--- config.mk ---
export PLATFORM = sky130hd
export DESIGN_NAME = nibble_add_sequencer
export DESIGN_NICKNAME = d
export VERILOG_FILES = /design/src/rtl/nibble_add_sequencer_pkg.sv /design/src/rtl/nibble_add_slice.sv /design/src/rtl/nibble_add_sequencer.sv
export SDC_FILE = /design/constraint.sdc
export NUM_CORES = 1
export LEC_CHECK = 0
export ABC_AREA = 0
export ABC_CLOCK_PERIOD_IN_PS = 2000
export BUFFER_PORTS_ARGS = -buffer_cell sky130_fd_sc_hd__buf_2
export CAP_MARGIN = 15
export CORE_MARGIN = 2
export CORE_UTILIZATION = 30
export DETAILED_ROUTE_END_ITERATION = 8
export HOLD_SLACK_MARGIN = 0.08
export PLACE_DENSITY = 0.47
export SYNTH_ARGS = -nofsm -noshare
export SYNTH_HDL_FRONTEND = slang
export SYNTH_HIERARCHICAL = 1
export SYNTH_SLANG_ARGS = --single-unit
--- constraint.sdc ---
create_clock -name clk -period 2 [get_ports clk]
set_input_delay 0.4 -clock clk [delete_from_list [all_inputs] [get_ports clk]]
set_output_delay 0.4 -clock clk [all_outputs]
set_load 0.005 [all_outputs]
--- src/rtl/nibble_add_sequencer_pkg.sv ---
// Shared definitions for the nibble-serial adder/subtractor: FSM states,
// slice width and the pass-count helper.
package nibble_add_sequencer_pkg;

  localparam int SLICE_W = 4;

  typedef enum logic [1:0] {
    ST_IDLE = 2'd0,
    ST_RUN  = 2'd1,
    ST_DONE = 2'd2
  } state_t;

  function automatic int nib_count(input int width);
    return width / SLICE_W;
  endfunction

endpackage

--- src/rtl/nibble_add_slice.sv ---
// Combinational 4-bit adder slice: the only adder inside the sequencer.
module nibble_add_slice
  import nibble_add_sequencer_pkg::*;
(
  input  logic [SLICE_W-1:0] i_a,
  input  logic [SLICE_W-1:0] i_b,
  input  logic               i_cin,
  output logic [SLICE_W-1:0] o_s,
  output logic               o_cout
);

  logic [SLICE_W:0] w_full;

  assign w_full = {1'b0, i_a} + {1'b0, i_b} + {{SLICE_W{1'b0}}, i_cin};
  assign o_s    = w_full[SLICE_W-1:0];
  assign o_cout = w_full[SLICE_W];

endmodule

--- src/rtl/nibble_add_sequencer.sv ---
// Multi-cycle WIDTH-bit add/sub that pushes one nibble per clock through a
// single 4-bit slice, LSB first, with a registered ripple carry.
module nibble_add_sequencer
  import nibble_add_sequencer_pkg::*;
#(
  parameter int WIDTH = 16
) (
  input  logic             clk,
  input  logic             rst_n,
  input  logic             start,
  input  logic [WIDTH-1:0] a,
  input  logic [WIDTH-1:0] b,
  input  logic             cin,
  input  logic             sub,
  output logic             busy,
  output logic             done,
  output logic [WIDTH-1:0] sum,
  output logic             cout,
  output logic             ovf
);

  localparam int NIB = nib_count(WIDTH);
  localparam int KW  = $clog2(NIB);

  state_t             r_state;
  state_t             w_next;
  logic [WIDTH-1:0]   r_opa;
  logic [WIDTH-1:0]   r_opb;
  logic [WIDTH-1:0]   r_acc;
  logic               r_carry;
  logic               r_mode;
  logic               r_a_msb;
  logic               r_b_msb;
  logic [KW-1:0]      r_k;
  logic [WIDTH-1:0]   r_sum;
  logic               r_cout;
  logic               r_ovf;

  logic [SLICE_W-1:0] w_s;
  logic               w_cout;
  logic               w_last;
  logic [WIDTH-1:0]   w_result;

  nibble_add_slice u_slice (
    .i_a    (r_opa[SLICE_W-1:0]),
    .i_b    (r_opb[SLICE_W-1:0]),
    .i_cin  (r_carry),
    .o_s    (w_s),
    .o_cout (w_cout)
  );

  assign w_last   = (r_k == KW'(NIB - 1));
  assign w_result = {w_s, r_acc[WIDTH-1:SLICE_W]};

  always_ff @(posedge clk or negedge rst_n) begin
    if (!rst_n) r_state <= ST_IDLE;
    else        r_state <= w_next;
  end

  always_comb begin
    w_next = r_state;
    case (r_state)
      ST_IDLE: if (start)  w_next = ST_RUN;
      ST_RUN:  if (w_last) w_next = ST_DONE;
      ST_DONE: w_next = ST_IDLE;
      default: w_next = ST_IDLE;
    endcase
  end

  // Results are captured on the final RUN edge so they are already valid
  // throughout the DONE cycle, and left untouched otherwise.
  always_ff @(posedge clk or negedge rst_n) begin
    if (!rst_n) begin
      r_opa   <= '0;
      r_opb   <= '0;
      r_acc   <= '0;
      r_carry <= 1'b0;
      r_mode  <= 1'b0;
      r_a_msb <= 1'b0;
      r_b_msb <= 1'b0;
      r_k     <= '0;
      r_sum   <= '0;
      r_cout  <= 1'b0;
      r_ovf   <= 1'b0;
    end else begin
      case (r_state)
        ST_IDLE: begin
          if (start) begin
            r_opa   <= a;
            r_opb   <= sub ? ~b : b;
            r_carry <= cin ^ sub;
            r_mode  <= sub;
            r_a_msb <= a[WIDTH-1];
            r_b_msb <= b[WIDTH-1] ^ sub;
            r_k     <= '0;
            r_acc   <= '0;
          end
        end
        ST_RUN: begin
          r_acc   <= w_result;
          r_opa   <= r_opa >> SLICE_W;
          r_opb   <= r_opb >> SLICE_W;
          r_carry <= w_cout;
          r_k     <= r_k + KW'(1);
          if (w_last) begin
            r_sum  <= w_result;
            r_cout <= w_cout ^ r_mode;
            r_ovf  <= (r_a_msb == r_b_msb) && (w_s[SLICE_W-1] != r_a_msb);
          end
        end
        default: ;
      endcase
    end
  end

  assign busy = (r_state != ST_IDLE);
  assign done = (r_state == ST_DONE);
  assign sum  = r_sum;
  assign cout = r_cout;
  assign ovf  = r_ovf;

endmodule

==> results of run 1 <==
[area by class of cell]
type,count,area (um2)
Sequential cell,70,1750
Clock inverter,2,35.0
Multi-Input combinational cell,207,1340
Fill cell,1082,6490
Timing Repair Buffer,71,420
Clock buffer,11,141
Tap cell,136,170
Inverter,5,18.8
[kinds of logic (layout without fill, tap and decap cells)]
logic type / after synthesis / in the layout
compound gates: 61 / 61
xor+xnor: 20 / 20
fa+ha+maj: 6 / 6
buf+inv: 27 / 89
flops: 70 / 70
mux: 16 / 16
simple gates: 104 / 104
[routing by layer]
metal,track usage [%],vias up,routed length [um]
met5,0,-,0
met4,6.50,0,174
met3,2.36,13,287
met2,21.4,55,3300
met1,19.6,1114,3630
li1,-,1160,-
[through the flow]
step | util (%) | cells | worst slack, ps | hold WS (ps) | cell area [um2]
final | 37.4 | 502 | 93.0 | 252 | 3880
after global routing | 37.4 | 502 | 6.81 | 261 | 3880
after CTS | 37.4 | 502 | 91.3 | 245 | 3880
after detailed placement | 35.6 | 488 | 92.5 | 421 | 3690
after global placement | 35.6 | 488 | 153 | 423 | 3690
after floorplan | - | 304 | 227 | 104 | 3230
[sequential cells by signal (all words and copies together), names as in the netlist]
signal   cells
cout         1
r_carry      1
ovf          1
r_acc       12
r_mode       1
r_k          2
r_state      2
r_opb       16
r_opa       16
r_a_msb      1
sum         16
r_b_msb      1
[worst paths after layout]
path | from | to | slack [ps]
min in group asynchronous | rst_n | r_acc[15]$_DFFE_PN0P_ | 570
worst max register to register | r_opa[0]$_DFFE_PN0P_ | ovf$_DFFE_PN0P_ | 90
max in group asynchronous | rst_n | sum[4]$_DFFE_PN0P_ | 890
worst min-delay path | a[14] | r_opa[14]$_DFFE_PN0P_ | 250
worst min register to register | r_opa[15]$_DFFE_PN0P_ | r_opa[15]$_DFFE_PN0P_ | 490
worst max-delay path | r_opa[0]$_DFFE_PN0P_ | ovf$_DFFE_PN0P_ | 90
[critical path: cells and delay by family (launching register included)]
family                     cells  cell delay, ps
adders and majority gates      1             450
and+or+nand+nor                1             220
AOI/OAI and AO/OA              4             500
xor gates and xnor gates       1             200
DFF                            1             420
[layout by cell type, fill, tap and decap left out, drive strengths merged, types with 2 or more instances in the layout]
master   n
clkbuf  11
xnor2   19
a221o   13
nand2b   2
fa       2
nand2   47
buf     70
a22oi   12
mux2    16
dfrtp   70
ha       4
nor2b   15
a21oi   14
nand3   20
o21ai   20
nor2    14
inv      5
[where the power goes]
| part | internal, uW | switching, uW |
|---|---|---|
| Sequential | 2020 | 429 |
| Clock | 588 | 495 |
| Combinational | 1040 | 1160 |
==> flow_summary.json, run 1 <==
{
  "status": "finished clean",
  "min_path_cells": 3,
  "syn_avg_cell_area_um2": 10.6,
  "grt-ovfl-total": 0,
  "post-cts-setup-buffers": 0,
  "slew_violations": 0,
  "post_drt_wl_per_cell_um": 14.7,
  "cpPeakStageDelay_ps": 450,
  "worstRegToRegCells": 7,
  "vdd_ir_drop_max_mv": 0.378,
  "ys_types": 30,
  "synth_compound_area_share_pct": 12.7,
  "cts_buffer_depth": 2,
  "rows": 37,
  "drt-initial-drc-count": 99,
  "synth_top_family_by_area": "simple AND/OR/NAND/NOR gates",
  "required_ps": 2210,
  "dr.pass1.iters": 4,
  "grt_usage_pct": 14.1,
  "io_pins": 57,
  "hold_viol": 0,
  "area_growth_pct": 20.2,
  "max_slew_margin_pct": 45.2,
  "place_congestion": 0.794,
  "synth_simple_gate_area_share_pct": 14.9,
  "cts-htree-levels": 3,
  "synth_fp_nets": 347,
  "synthAdderAreaFrac_pct": 2.79,
  "cts.repair.resized": 0,
  "rsz0062_at_grt": "false",
  "arrival_ps": 2120,
  "numCtsBuffers": 9,
  "muxShareOfSynthArea_pct": 5.59,
  "synth.top_cells.by_area": "dfrtp_1 54%, mux2_2 5.6%, nand2_1 5.5%",
  "antennaDiodeCount": 0,
  "hp-class": "in2reg",
  "grt_pass1_vias": 2423,
  "cp-end-kind": "register",
  "vias": 2342,
  "coreArea_um2": 10400,
  "fin_tns_setup_ps": 0,
  "period_minus_slack_ps": 1910,
  "worstMarginPinSlew_ps": 821,
  "synth_edf_count": 0,
  "clock-root-buffer": "clkbuf_8",
  "p_leak_uw": 0.00188,
  "layout.nets": 407,
  "ant_nets": 0,
  "clkSinkCount": 70,
  "synthXorXnorAreaFrac_pct": 5.43,
  "die_x_um": 108,
  "initial_core_util_pct": 31.1,
  "synth_common_cells": "70 x dfrtp_1, 47 x nand2_1, 20 x nand3_1",
  "clkLatencyLatePin_ps": 340,
  "syn_inst": 304,
  "fp.dieH_um": 108,
  "drcViolationCount": 0,
  "skew_ps": 8.27,
  "cts_tree": "yes",
  "synth_top_area_share_pct": 54.3,
  "synth-async-reset-ratio_pct": 100,
  "place.port_buffers": 56,
  "drive_gt1_share_pct": 27.6,
  "powerDensity_nw_per_um2": 1480,
  "yosysSeqAreaShare_pct": 54.3,
  "grt_max_degree": 29,
  "max_freq_ghz": 0.524,
  "grt_pass1_wl_mm": 12.6,
  "dp_hpwl_mm": 5.16,
  "path_class": "reg2reg",
  "die_area_um2": 11600,
  "ys.flop_type": "dfrtp_1",
  "power.total_uw": 5730,
  "yosysMostFrequentCell": "dfrtp_1",
  "ys_ff_latch": 70,
  "synth.largest_area_cell": "dfrtp_1",
  "yosys_warnings": 6,
  "period_share_pct": 95.3,
  "crit_chain": "fa_1, a21o_1, a21oi_2, xnor2_1, and3b_1, a21oi_1, o21ai_0",
  "cap_viol_max_count": 0,
  "ctsHoldBuffers": 1,
  "detail_route.vias_per_cell": 4.67,
  "setup_viol_count_final": 0,
  "antenna_found_initial": 0,
  "syn_area_um2": 3230,
  "wl_mm": 7.39,
  "cts.clk_slew.worst_paths_ps": 70,
  "cp_slowest_cell": "fa_1",
  "cp_max_fo": 4,
  "start_kind": "register"
}
Power figures use the tool's default switching activity.
==> run 2: changes to the inputs <==
--- a/config.mk
+++ b/config.mk
@@ -10,10 +10,11 @@
 export BUFFER_PORTS_ARGS = -buffer_cell sky130_fd_sc_hd__buf_2
 export CAP_MARGIN = 15
 export CORE_MARGIN = 2
-export CORE_UTILIZATION = 30
+export CORE_UTILIZATION = 55
 export DETAILED_ROUTE_END_ITERATION = 8
 export HOLD_SLACK_MARGIN = 0.08
-export PLACE_DENSITY = 0.47
+export PLACE_DENSITY = 0.78
+export SKIP_LAST_GASP = 1
 export SYNTH_ARGS = -nofsm -noshare
 export SYNTH_HDL_FRONTEND = slang
 export SYNTH_HIERARCHICAL = 1
==> run 2 against run 1 <==
  * The flow now finishes with violations (setup timing)
  * Combinational power increased by 4%
  * Design area fell by 2.2%
  * Flip-flop and latch count unchanged
  * Hold slack better by 4.9 ps
  * Sequential power hardly changed
  * Via count grew 3.5%
  * Cell count fell by 13%
  * Wire length down 9.7%
  * Die area decreased by 44%
  * Critical path depth is the same
  * Clock-buffer cell count increased by 1
  * Largest cell class unchanged
  * Largest power group unchanged
==> flow_summary.json, run 2 (synthesis results as in run 1) <==
{
  "cp-end-kind": "register",
  "period_minus_slack_ps": 2020,
  "fp.dieH_um": 80.6,
  "drive_gt1_share_pct": 27.9,
  "startpoint": "r_opa[0]$_DFFE_PN0P_",
  "period_share_pct": 101,
  "violations": "setup timing",
  "hp-class": "in2reg",
  "rows": 27,
  "clkLatencyLatePin_ps": 340,
  "area_growth_pct": 17.5,
  "hold_viol": 0,
  "detail_route.vias_per_cell": 5.53,
  "rr_startpoint": "r_opa[0]$_DFFE_PN0P_",
  "grt_max_degree": 41,
  "required_ps": 2230,
  "max_freq_ghz": 0.495,
  "clock-root-buffer": "clkbuf_8",
  "grt-ovfl-total": 0,
  "final_core_util_pct": 68.0,
  "setup_viol_count_final": 1,
  "worstMarginPinSlew_ps": 855,
  "p_leak_uw": 0.00188,
  "cts_buffer_depth": 2,
  "io_pins": 57,
  "arrival_ps": 2250,
  "status": "finished, violations left",
  "grt_pass1_wl_mm": 10.8,
  "cts.clk_slew.worst_paths_ps": 70,
  "fin_cells": 438,
  "antennaDiodeCount": 0,
  "layout.nets": 406,
  "postLayoutSetupSlackWorst_ps": -19.5,
  "initial_core_util_pct": 57.9,
  "post_drt_wl_per_cell_um": 15.2,
  "path_class": "reg2reg",
  "postPlaceCellArea_um2": 3610,
  "vdd_ir_drop_max_mv": 0.688,
  "max_slew_margin_pct": 42.9,
  "powerDensity_nw_per_um2": 1490,
  "rsz0062_at_grt": "true",
  "grt_usage_pct": 22.3,
  "place_congestion": 0.751,
  "dp_hpwl_mm": 4.47,
  "die_x_um": 80.6,
  "place.port_buffers": 56,
  "drt-initial-drc-count": 133,
  "antenna_found_initial": 0,
  "fin_tns_setup_ps": -19.5,
  "wl_mm": 6.67,
  "place_ws_ps": 93.7,
  "skew_ps": 7.21,
  "drcViolationCount": 0,
  "cp_max_fo": 3,
  "dr.pass1.iters": 6,
  "cap_viol_max_count": 0,
  "layout_common_cells": "70 x dfrtp_1, 56 x buf_2, 47 x nand2_1",
  "die_area_um2": 6490,
  "cts-htree-levels": 3,
  "numCtsBuffers": 9,
  "coreArea_um2": 5570,
  "min-delay-start": "a[13]",
  "start_kind": "register",
  "cts_tree": "yes",
  "clkSinkCount": 70,
  "vias": 2423,
  "post-place-cells": 423,
  "ant_nets": 0,
  "layout_commonest_cell": "dfrtp_1",
  "fin_area_um2": 3790,
  "slew_violations": 0,
  "grt_pass1_vias": 2247
}
==> run 2: where the power goes <==
part	switching, uW	internal [uW]
sequential	402	2020
combinational	1210	1070
clock	484	467
total	2100	3550
==> run 2: through the flow <==
stage                     total power, uW  hold WS [ps]
after floorplan                      3910           104
after global placement               4560           413
after detailed placement             4680           413
after CTS                            5650           247
after global routing                 6070           269
final                                5650           256
==> run 2: final timing paths <==
path / cells after the start / slack (ps) / end
min reg2reg: 2 / 490 / r_acc[4]$_DFFE_PN0P_
max: 7 / -20 / r_carry$_DFFE_PN0P_
max reg2reg: 7 / -20 / r_carry$_DFFE_PN0P_
min: 3 / 260 / r_opa[13]$_DFFE_PN0P_
max in group asynchronous: 3 / 870 / r_opa[1]$_DFFE_PN0P_
min in group asynchronous: 2 / 580 / sum[1]$_DFFE_PN0P_
==> run 2: worst max-delay path, cell delays in order (launching register included) <==
cell and delay, ps:
dfrtp_1 410, fa_1 460, inv_1 100, fa_2 220, nor2b_1 60, o21ai_0 210
nand2b_1 130, a221o_1 320
==> run 2: timing repair <==
action,in CTS,in global routing
gates resized for setup,0,2
hold buffers,1,0
endpoints found under the hold margin,20,0
endpoints found under the setup margin,0,3
buffers inserted,0,0
==> run 2: layout make-up <==
type / instances / area (um2)
flip-flops and latches: 70 / 1750
clock inverters: 2 / 10.0
multi-input cells: 207 / 1350
fillers: 436 / 1780
repair buffers: 70 / 425
inverters: 5 / 18.8
clock buffers: 12 / 145
well taps: 72 / 90.1
==> run 2: layer usage <==
metal  part of all wire [%]  GRT usage [%]
met5                      0              0
met4                    1.5           7.80
met3                    6.3           6.52
met2                     48           33.4
met1                     44           31.2
